[src/rtl/ir_note_sequencer.sv]
// Plays IR button presses through a FIFO as evenly timed notes.
// Each note is held for NOTE_CYCLES cycles, followed by GAP_CYCLES cycles of silence.
// The FLUSH_CODE button clears the queue and silences the output at once.
module ir_note_sequencer #(
  parameter int unsigned DEPTH       = 8,
  parameter int unsigned NOTE_CYCLES = 12500000,
  parameter int unsigned GAP_CYCLES  = 1250000,
  parameter logic [3:0]  FLUSH_CODE  = 4'hF
) (
  input  logic                       clk,
  input  logic                       reset,
  input  logic [3:0]                 btn_in,
  output logic [3:0]                 note_out,
  output logic                       busy,
  output logic [$clog2(DEPTH+1)-1:0] count,
  output logic                       full,
  output logic                       empty,
  output logic                       overflow
);

  localparam int unsigned PtrW      = (DEPTH > 1) ? $clog2(DEPTH) : 1;
  localparam int unsigned CntW      = $clog2(DEPTH + 1);
  localparam int unsigned MaxCycles = (NOTE_CYCLES > GAP_CYCLES) ? NOTE_CYCLES : GAP_CYCLES;
  localparam int unsigned TimerW    = (MaxCycles > 1) ? $clog2(MaxCycles) : 1;

  localparam logic [TimerW-1:0] NoteLoad = TimerW'(NOTE_CYCLES - 1);
  localparam logic [TimerW-1:0] GapLoad  = TimerW'(GAP_CYCLES - 1);

  typedef enum logic [1:0] {StIdle, StPlay, StGap} state_e;

  state_e            state_q, state_d;
  logic [TimerW-1:0] timer_q, timer_d;
  logic [3:0]        note_q, note_d;
  logic [3:0]        btn_q;
  logic [PtrW-1:0]   rd_ptr_q, wr_ptr_q;
  logic [CntW-1:0]   count_q;
  logic              overflow_q;
  logic [3:0]        mem_q [DEPTH];

  logic press, flush, push_req, push, pop, full_w;

  // A press is an edge to a nonzero code, so a held button only counts once.
  assign press    = (btn_in != btn_q) && (btn_in != 4'd0);
  assign flush    = press && (btn_in == FLUSH_CODE);
  assign push_req = press && !flush;
  assign full_w   = (count_q == CntW'(DEPTH));
  // A push into a full FIFO is accepted only when a pop frees a slot on the same edge.
  assign push     = push_req && (!full_w || pop);

  // FSM next state, note output and timer reload
  always_comb begin
    state_d = state_q;
    timer_d = timer_q;
    note_d  = note_q;
    pop     = 1'b0;
    unique case (state_q)
      StIdle: begin
        note_d = 4'd0;
        if (count_q != '0) begin
          pop     = 1'b1;
          note_d  = mem_q[rd_ptr_q];
          timer_d = NoteLoad;
          state_d = StPlay;
        end
      end
      StPlay: begin
        if (timer_q == '0) begin
          note_d  = 4'd0;
          timer_d = GapLoad;
          state_d = StGap;
        end else begin
          timer_d = timer_q - TimerW'(1);
        end
      end
      StGap: begin
        if (timer_q == '0) begin
          if (count_q != '0) begin
            pop     = 1'b1;
            note_d  = mem_q[rd_ptr_q];
            timer_d = NoteLoad;
            state_d = StPlay;
          end else begin
            state_d = StIdle;
          end
        end else begin
          timer_d = timer_q - TimerW'(1);
        end
      end
      default: begin
        note_d  = 4'd0;
        state_d = StIdle;
      end
    endcase
  end

  // State, timer, pointers and count; a flush overrides everything else on its edge
  always_ff @(posedge clk or posedge reset) begin
    if (reset) begin
      state_q    <= StIdle;
      timer_q    <= '0;
      note_q     <= 4'd0;
      btn_q      <= 4'd0;
      rd_ptr_q   <= '0;
      wr_ptr_q   <= '0;
      count_q    <= '0;
      overflow_q <= 1'b0;
    end else begin
      btn_q      <= btn_in;
      overflow_q <= push_req && full_w && !pop;
      if (flush) begin
        state_q  <= StIdle;
        timer_q  <= '0;
        note_q   <= 4'd0;
        rd_ptr_q <= '0;
        wr_ptr_q <= '0;
        count_q  <= '0;
      end else begin
        state_q <= state_d;
        timer_q <= timer_d;
        note_q  <= note_d;
        if (push) wr_ptr_q <= wr_ptr_q + PtrW'(1);
        if (pop)  rd_ptr_q <= rd_ptr_q + PtrW'(1);
        if (push && !pop) begin
          count_q <= count_q + CntW'(1);
        end else if (pop && !push) begin
          count_q <= count_q - CntW'(1);
        end
      end
    end
  end

  // FIFO storage; entries beyond the pointers are never read, so they need no reset
  always_ff @(posedge clk) begin
    if (push) mem_q[wr_ptr_q] <= btn_in;
  end

  assign note_out = note_q;
  assign busy     = (state_q != StIdle);
  assign count    = count_q;
  assign full     = full_w;
  assign empty    = (count_q == '0);
  assign overflow = overflow_q;

endmodule

[config.mk]
export PLATFORM = sky130hd
export DESIGN_NAME = ir_note_sequencer
export DESIGN_NICKNAME = d
export VERILOG_FILES = /design/src/rtl/ir_note_sequencer.sv
export SDC_FILE = /design/constraint.sdc
export NUM_CORES = 1
export LEC_CHECK = 0
export CELL_PAD_IN_SITES_DETAIL_PLACEMENT = 0
export CELL_PAD_IN_SITES_GLOBAL_PLACEMENT = 1
export CORE_ASPECT_RATIO = 0.75
export CORE_MARGIN = 10
export CORE_UTILIZATION = 44
export CTS_CLUSTER_SIZE = 12
export DETAILED_ROUTE_END_ITERATION = 7
export GPL_TIMING_DRIVEN = 0
export PLACE_DENSITY = 0.86
export SYNTH_ARGS = -nofsm -noshare
export SYNTH_HDL_FRONTEND = slang
export SYNTH_SLANG_ARGS = --single-unit
[constraint.sdc]
create_clock -name clk -period 3.3 [get_ports clk]
set_input_delay 0.33 -clock clk [delete_from_list [all_inputs] [get_ports clk]]
set_output_delay 0.33 -clock clk [all_outputs]
set_load 0.05 [all_outputs]
Yosys cells after proc, flatten, opt, wreduce, memory -nomap -nowiden. Memories as Yosys holds them, arrays and structs flattened. Index checks and enable logic that the tools add are counted.

Logic and storage cells: 77. Register bits: 45. Output and inout port bits: 12. Bits of input ports: 6. Memories: 1. RAM bits: 32.

Muxes and demuxes: 29. Reduce and logical (&&, ||, !) cells: 25. Equal/unequal tests: 9. Add/subtract/negate cells: 5.

Memory list: mem_q (words 8, width 4, read ports 1, clocked after memory_dff 0, wr ports 1, RTL line 38) `logic [3:0] mem_q [DEPTH];`.

Operators with widths (count): 24-bit two-way mux (4); 24-bit case mux with 3 select lines (1); 4-bit two-way mux (8); 24-bit logical NOT (1); 24-bit by 1-bit subtractor with 24-bit output, second input constant (1); 3-bit two-way mux (4); 3-bit != test, second input constant (4); 4-bit case mux with 3 select lines (1); 4-bit nonzero test (3); 4-bit == test, second input constant (2); 1-bit logical AND (8); 2-bit two-way mux (4); 3-bit by 1-bit adder with 3-bit output, second input constant (2); 2-bit case mux with 3 select lines (1); 3-bit AND reduction (2); 2-bit nonzero test (3); 1-bit two-way mux (5); 4-bit by 1-bit adder with 4-bit output, second input constant (1); 1-bit logical NOT (4); 4-bit logical NOT (1); 4-bit != test (1); 4-bit by 1-bit subtractor with 4-bit output, second input constant (1); 3-bit nonzero test (1); 2-bit by 1-bit == test with 1-bit output, second input constant (1); 4 further kinds (4).

Longest topological paths before layout. Gate-level depths: netlist of run 1.

Depth after elaboration: 11. Gate-level depth with buffers: 15. Gate-level depth less buffers: 14.

Worst setup path after synthesis of run 1. OpenSTA, ideal clock, no wires.

Path type: register to register. Start: register count_q[3], in the netlist count[3]. End: register count_q[3], in the netlist count[3]. Slack: 0.184 ns. Path buffers: 0. Setup time: 0.071 ns. Clock period less this slack: 3.116 ns. Cell stages (with the launch flop): 11. Arrival: 3.045 ns. Cell sequence: dfrtp_1 > o41ai_1 > o31ai_4 > nor3_2 > inv_1 > ha_1 > a21o_1 > a21oi_1 > nand3_1 > mux2_1 > nand3b_1.

Longest elaborated chain between the ends: 9.

RTL lines: start: declaration (RTL line 36) `logic [CntW-1:0] count_q;`; start signal: assignment (RTL line 124) `count_q <= count_q + CntW'(1);`; start signal: assignment (RTL line 126) `count_q <= count_q - CntW'(1);`; 4-bit nonzero test (RTL line 59, 77); 1-bit two-way mux (RTL line 59, 77); 1-bit two-way mux (RTL line 76) `if (timer_q == '0) begin`; 1-bit case mux with 2 select lines (RTL line 56) `unique case (state_q)`; 1-bit logical OR (RTL line 48) `assign push = push_req && (!full_w || pop);`; 1-bit logical AND (RTL line 48); 1-bit logical AND or 1-bit logical NOT (tied branches) (RTL line 123, 125); 4-bit two-way mux or 1-bit logical AND (tied branches) (RTL line 123, 125); 4-bit two-way mux or 3-bit nonzero test (tied branches).

Parallel ways exist; a longest one is shown, timed or not. The select of a mux whose other input is x is not followed. A chain may end at the register's enable or synchronous reset.

Worst setup path in the final report of run 1.
Start: register timer_q[0]. End: register count_q[3], in the netlist count[3].

Longest elaborated chain between the ends: 8.

RTL lines: start: declaration (RTL line 32) `logic [TimerW-1:0] timer_q, timer_d;`; start signal: assignment (RTL line 119) `timer_q <= timer_d;`; 24-bit logical NOT * (RTL line 76); 1-bit two-way mux * (RTL line 76); 1-bit case mux with 2 select lines * (RTL line 56); 1-bit logical OR (RTL line 48); 1-bit logical AND (RTL line 48); 1-bit logical AND or 1-bit logical NOT (tied branches) (RTL line 123, 125); 4-bit two-way mux or 1-bit logical AND (tied branches) (RTL line 123, 125); 4-bit two-way mux or 3-bit nonzero test (tied branches).

Mark *: on every way between the ends. The rest lies on a longest branch, timed or not.

==> results.tsv, run 1 <==
metric	value	unit
status	complete, no violations	
fin worst setup slack	0.05515	ns
Comb power frac	53.3	%
CP Max Fanout	8	
Wirelength per Cell	19.70	um
# Max-Cap Violations	0	
CTS Buf Count	9	
Yosys top cell area share	25.97	%
Crit Path Category	flop to flop	
DIE AREA	14270	um2
gp weighted congestion	0.9747	
Final Hold Viols	0	
Peak VDD IR	0.0006629	V
gr ovfl total	0	
FFs w/ async S/R, synth	58.44	%
Final #Nets	474	
TNS Setup	0	ns
Final Critical Period	3.245	ns
area of placed instances	4691	um2
utilization after layout	52.85	%
Final Max Tran Viols	0	
largest family of logic cells by synthesized area	compound AO/OA/AOI/OAI gates	
sw frac	44.76	%
vias in the first global route	3520	
R2R setup slack	0.06	ns
Clock transition at path regs	0.06	ns
GRT Overall Usage	17.06	%
IO buf count	17	
Seq cells post-synth	77	
internal power	0.003097	W
reg2reg end	count[3]	
Final Cycle Share	98.33	%
drt total wl	11.68	mm
site row count	31	
most common flop cell mapped by yosys	dfrtp_1	
DP Wirelength	8.386	mm
Worst Tran Pin Value	1.328	ns
DRT Pass-1 Iters	5	
fillcell total	907	
clk sink count	77	
Core ar.	9619	um2
Clock Latency Late Sink	0.34	ns
RSZ-0062 raised after global routing	true	
pwr/cell area	1103	nW/um2
layout cells sized above 1	13.88	%
dpl ws	-0.4499	ns
Clock Power Share	18.1	%
synth top area cells	dfrtp_1 26%, edfxtp_1 22%, mux4_2 4.2%	
max_slew headroom	10.67	%
crit path DAT	3.53	ns
fin area	5084	um2
post-synth top area cell	dfrtp_1	
n_diodes	0	
I/O Pins	18	
via count	3653	
sequential power share	28.6	%
Synth cell types	66	
Synth Warn #	0	
Area Growth Syn to Fin	17.26	%
syn nets	438	
clock skew	0.008860	ns
CTS Hold Bufs	0	
maximum clock rate	308.2	MHz
Placed Cells	570	
CP required	3.58	ns
Synth Area in Adders	3.636	%
CTS H-Tree Depth	3	
sw power	0.002509	W
final setup violation count	0	
R2R cell count	15	
Hold Path Class	input pin to asynchronous set/reset pin	
Avg Cell Area, Syn	10.32	um2
TritonCTS clock tree	done	
post-route insts no fill	593	
Post-Synthesis Cell Area	4335	um2
XOR/XNOR Fraction of Synth Area	2.424	%
kind of start point of the critical path	flop	
pin count of the biggest net entering global routing	29	
kind of end point of the critical path	flop	
post-synthesis sequential area ratio	48.14	%
Via density	6.160	
DRC viols	0	
multiplexer area fraction after synthesis	8.283	%
Pleak	1.917	nW
Post-Synth Simple-Gate Area	16.71	%
ANT nets after route	0	
compound-cell area share of the yosys netlist	17.23	%
Syn Inst Count	420	
first-pass GRT wire length	19.37	mm
clock root cell	clkbuf_16	
number of synthesized flops with an enable pin	32	
Die X	134.6	um
initial antenna violation count	0	
1st-iter DRT viols	368	
reg2reg start	timer_q[0]	
initial core utilization	45.07	%
die height	106.0	um
Longest Clk Path Bufs	2	
worst max path at each step:
stage / from / cells after the start / to / slack (ns)
after floorplan: count[3] / 10 / count[3] / 0.18
after global routing: timer_q[0] / 15 / count[3] / -0.14
after CTS: timer_q[0] / 14 / count[3] / -0.14
after global placement: btn_in[1] / 7 / state_q[1] / -0.35
final: timer_q[0] / 15 / count[3] / 0.06
after detailed placement: btn_in[1] / 7 / wr_ptr_q[0] / -0.45
Yosys cell counts (2+ instances only):
master / count
mux2_2: 6
o21ai_0: 23
buf_1: 4
a21oi_1: 26
a31oi_1: 11
a31o_2: 2
dfrtp_1: 45
a211oi_1: 5
a32o_1: 2
edfxtp_1: 32
o21a_1: 2
a32oi_1: 2
ha_1: 11
nand3_1: 6
a311oi_1: 3
xor2_1: 4
nor4_1: 12
o41ai_1: 3
o311ai_0: 2
clkinv_1: 2
o221a_2: 3
buf_6: 2
nand2_1: 34
o22ai_1: 4
nand2b_1: 3
or4_1: 8
nand4_1: 3
mux2i_1: 10
nor3_1: 21
o31ai_1: 2
clkbuf_1: 13
mux4_2: 8
o21ai_1: 3
a21oi_2: 2
xnor2_1: 8
inv_1: 15
nor2_1: 43
a21o_1: 4
or3_1: 3
nor2_2: 2
logic make-up (layout without fill, tap and decap cells):
kind of cell               Yosys count  in the layout
AOI/OAI and AO/OA                  111            111
and+or+nand+nor                    146            146
DFF                                 77             77
xor gates and xnor gates            12             12
buffers and inverters               37             78
muxes                               25             25
adders and majority gates           12             12
worst max-delay path: stages, from the launching register on:
cell,delay (ns)
dfrtp_2,0.42
inv_1,0.09
ha_1,0.15
or4b_4,0.50
or2_1,0.26
buf_6,0.14
o31ai_4,0.36
nor3_4,0.09
inv_1,0.09
ha_1,0.22
a21o_1,0.20
a21o_1,0.19
nor3_1,0.13
o211a_1,0.17
a21o_1,0.07
nand3b_1,0.09
area by class of cell:
class                           instances  area (um2)  share of cell area (%)
Multi-Input combinational cell        306        2128                   41.87
Sequential cell                        77        2088                   41.08
Timing Repair Buffer                   25       242.7                   4.775
Clock buffer                           10       229.0                   4.504
Tap cell                              132       165.2                   3.249
Buffer                                 20       93.84                   1.846
Clock inverter                          6       72.57                   1.428
Inverter                               17       63.81                   1.255
timing repair:
action	4_1_cts	5_1_grt
buffers inserted	0	7
resized for setup	3	6
pin swaps	0	1
setup endpoints to repair	15	25
cloned	0	0
state kept, by name, summed over array words and instances (netlist names):
| name | count |
|---|---|
| timer_q | 24 |
| rd_ptr_q | 3 |
| note_out | 4 |
| state_q | 2 |
| btn_q | 4 |
| count | 4 |
| overflow | 1 |
| mem_q | 32 |
| wr_ptr_q | 3 |
cell usage in the layout, fill, tap and decap left out, types with 4 or more instances in the layout:
cell / count
a31oi_1: 11
nor4_1: 10
xor2_1: 4
mux2i_1: 10
clkdlybuf4s50_1: 17
a21oi_1: 25
mux4_2: 8
o21ai_0: 23
or4_1: 8
buf_4: 7
nand3_1: 6
nand2_1: 34
mux2_2: 6
clkbuf_1: 14
o22ai_1: 4
nor3_1: 20
ha_1: 11
xnor2_1: 8
inv_1: 14
a211oi_1: 5
dfrtp_1: 44
edfxtp_1: 32
nor2_1: 43
a21o_1: 4
clkbuf_16: 9
metal layers:
layer | global-route usage [%] | share of wire [%]
met2 | 24.44 | 43
met1 | 24.49 | 46
met5 | 0 | 0
met3 | 5.127 | 10
met4 | 4.264 | 1.1
power groups by stage:
stage | clock network (W) | logic, W | registers, W
3_5_place_dp | 0 | 0.00282 | 0.00160
3_3_place_gp | 0 | 0.00279 | 0.00158
4_1_cts | 0.00103 | 0.00286 | 0.00159
5_1_grt | 0.00107 | 0.00330 | 0.00164
6_report | 0.00102 | 0.00299 | 0.00160
2_1_floorplan | 0 | 0.00198 | 0.00168
per-stage QoR:
step                hold slack [ns]  total power, W
finish                       0.3088        0.005606
global route                 0.3365        0.006022
CTS                          0.3125        0.005483
detailed placement           0.4934        0.004426
global placement             0.4932        0.004376
floorplan                    0.3614        0.003667
Note: power is estimated with default switching activity, not from simulation.
==> run 2, diff against run 1 <==
--- a/config.mk
+++ b/config.mk
@@ -14,6 +14,7 @@
 export DETAILED_ROUTE_END_ITERATION = 7
 export GPL_TIMING_DRIVEN = 0
 export PLACE_DENSITY = 0.86
+export SETUP_SLACK_MARGIN = 0.4
 export SYNTH_ARGS = -nofsm -noshare
 export SYNTH_HDL_FRONTEND = slang
 export SYNTH_SLANG_ARGS = --single-unit
==> run 2 against run 1 <==
Effect of this change:
- clock-buffer cell count shrank 1
- power grew 6.1%
- setup slack better by 0.27 ns
- via count is 1.4% higher
- flip-flop and latch count unchanged
- final cell count is 0.51% higher
- sequential share of layout area shrank 1.7 points
- final area up 4.3%
- largest cell class unchanged
==> results.tsv, run 2 (synthesis gave the netlist of run 1 again) <==
metric	value	unit	change
Hold Path Class	input pin to asynchronous set/reset pin		unchanged
commonest non-fill, non-tap cell in the layout	dfrtp_1		unchanged
Clock Latency Late Sink	0.35	ns	was 0.34 ns
Via density	6.215		was 6.160
sw power	0.002730	W	was 0.002509 W
CP startpoint	timer_q[0]		unchanged
gp weighted congestion	0.9535		was 0.9747
kind of start point of the critical path	flop		unchanged
CTS Buf Count	9		unchanged
Clock transition at path regs	0.07	ns	was 0.06 ns
drt total wl	12.28	mm	was 11.68 mm
vias in the first global route	3553		was 3520
1st-iter DRT viols	382		was 368
CP Max Fanout	4		was 8
clock root cell	clkbuf_16		unchanged
Longest Clk Path Bufs	2		unchanged
internal power	0.003217	W	was 0.003097 W
number of flip-flops in the largest register	32		unchanged
Core ar.	9619	um2	unchanged
utilization after layout	55.10	%	was 52.85%
sequential power share	27.6	%	was 28.6%
clock skew	0.007752	ns	was 0.008860 ns
post-route insts no fill	596		was 593
die height	106.0	um	unchanged
ANT nets after route	0		unchanged
Crit Path Category	flop to flop		unchanged
Clock Power Share	17.7	%	was 18.1%
Worst Tran Pin Value	0.7881	ns	was 1.328 ns
initial antenna violation count	0		unchanged
CTS H-Tree Depth	3		unchanged
n_diodes	0		unchanged
DIE AREA	14270	um2	unchanged
DP Wirelength	8.432	mm	was 8.386 mm
CP required	3.59	ns	was 3.58 ns
status	complete, no violations		unchanged
clk sink count	77		unchanged
maximum clock rate	335.7	MHz	was 308.2 MHz
layout cells sized above 1	19.83	%	was 13.88%
Final Critical Period	2.979	ns	was 3.245 ns
kind of end point of the critical path	flop		unchanged
DRC viols	0		unchanged
site row count	31		unchanged
Comb power frac	54.7	%	was 53.3%
# Max-Cap Violations	0		unchanged
gr ovfl total	0		unchanged
I/O Pins	18		unchanged
Area Growth Syn to Fin	22.25	%	was 17.26%
Final Max Tran Viols	0		unchanged
sw frac	45.90	%	was 44.76%
Largest regs	mem_q x32, timer_q x24		unchanged
pin count of the biggest net entering global routing	35		was 29
Wirelength per Cell	20.61	um	was 19.70 um
Final Hold Viols	0		unchanged
reg2reg start	timer_q[0]		unchanged
Placed Cells	570		unchanged
Final #Nets	477		was 474
RSZ-0062 raised after global routing	true		unchanged
commonest cells after routing, fill and taps aside	44 x dfrtp_1, 40 x nor2_1, 32 x nand2_1, 32 x edfxtp_1, 25 x a21oi_1		was 44 x dfrtp_1, 43 x nor2_1, 34 x nand2_1
Final Cycle Share	90.28	%	was 98.33%
Die X	134.6	um	unchanged
max_slew headroom	47.06	%	was 10.67%
GRT Overall Usage	17.24	%	was 17.06%
initial core utilization	45.07	%	unchanged
Pleak	1.998	nW	was 1.917 nW
final setup violation count	0		unchanged
DRT Pass-1 Iters	5		unchanged
crit path DAT	3.27	ns	was 3.53 ns
first-pass GRT wire length	19.40	mm	was 19.37 mm
IO buf count	17		unchanged
Peak VDD IR	0.0007270	V	was 0.0006629 V
TritonCTS clock tree	done		unchanged
via count	3704		was 3653
pwr/cell area	1122	nW/um2	was 1103 nW/um2
register with the most flip-flops	mem_q		unchanged
## run 2: cell types whose count changed in the layout (fill, tap and decap cells not counted), sizes merged
cell and change:
buf +4, clkdlybuf4s50 -2, clkinv +1, dlymetal6s2s +2
clkbuf -2, inv +2, clkinvlp -2
## run 2: area by class of cell
type | instances | area, um2
inverters | 17 | 63.81
repair buffers | 28 | 274.0
well taps | 132 | 165.2
multi-input cells | 306 | 2297
clock buffers | 9 | 225.2
clock inverters | 7 | 91.34
plain buffers | 20 | 95.09
fillers | 838 | 4319
flip-flops and latches | 77 | 2088
## run 2: repair_timing
| item | 4_1_cts | 5_1_grt |
|---|---|---|
| pin swaps | 4 | 8 |
| gates resized for setup | 14 | 29 |
| setup buffers | 7 | 3 |
| endpoints found under the setup margin | 49 | 47 |
| hold buffers | 0 | 0 |
## run 2: worst max-delay path: stages, from the launching register on
cell and delay [ns]:
dfrtp_1 0.39, inv_2 0.08, ha_4 0.12, or4b_4 0.45
or2_1 0.25, buf_6 0.13, o31ai_4 0.33, nor3_4 0.07
inv_2 0.09, ha_4 0.19, a21o_1 0.18, a21oi_2 0.17
nand3_1 0.10, mux2_4 0.29, nand3b_1 0.08
## run 2: power by group through the flow
stage	logic, W	clock network, W	registers (W)
after CTS	0.00301	0.00107	0.00159
after detailed placement	0.00286	0	0.00161
after global placement	0.00280	0	0.00159
after global routing	0.00356	0.00111	0.00167
after floorplan	0.00201	0	0.00169
final	0.00325	0.00105	0.00164
## run 2: path summary, 6_finish.rpt
| kind | endpoint | cells after the start | slack, ns |
|---|---|---|---|
| max in group asynchronous | btn_q[2] | 3 | 2.55 |
| min reg2reg | note_out[0] | 1 | 0.50 |
| min | timer_q[8] | 2 | 0.26 |
| min in group clk | btn_q[3] | 1 | 0.37 |
| max | count[3] | 14 | 0.32 |
| max reg2reg | count[3] | 14 | 0.32 |
## run 2: per-stage QoR
step	worst slack, ns	power, W	cell area (um2)	hold WS, ns	TNS (ns)
after floorplan	0.2089	0.003694	4353	0.3614	0
after global routing	0.1821	0.006340	5300	0.2833	0
after global placement	-0.3236	0.004390	4688	0.4917	-3.117
after CTS	0.2858	0.005675	5136	0.2630	0
after detailed placement	-0.3612	0.004472	4708	0.4956	-3.476
final	0.3208	0.005947	5300	0.2578	0
## run 2: routing by layer
layer  wire length (um)  GRT usage, %  up-vias
li1                   -             -     1682
met1               5496         23.66     1846
met2               5568         25.10      156
met3               1030         5.974       20
met4                189         5.039        0
met5                  0             0        -
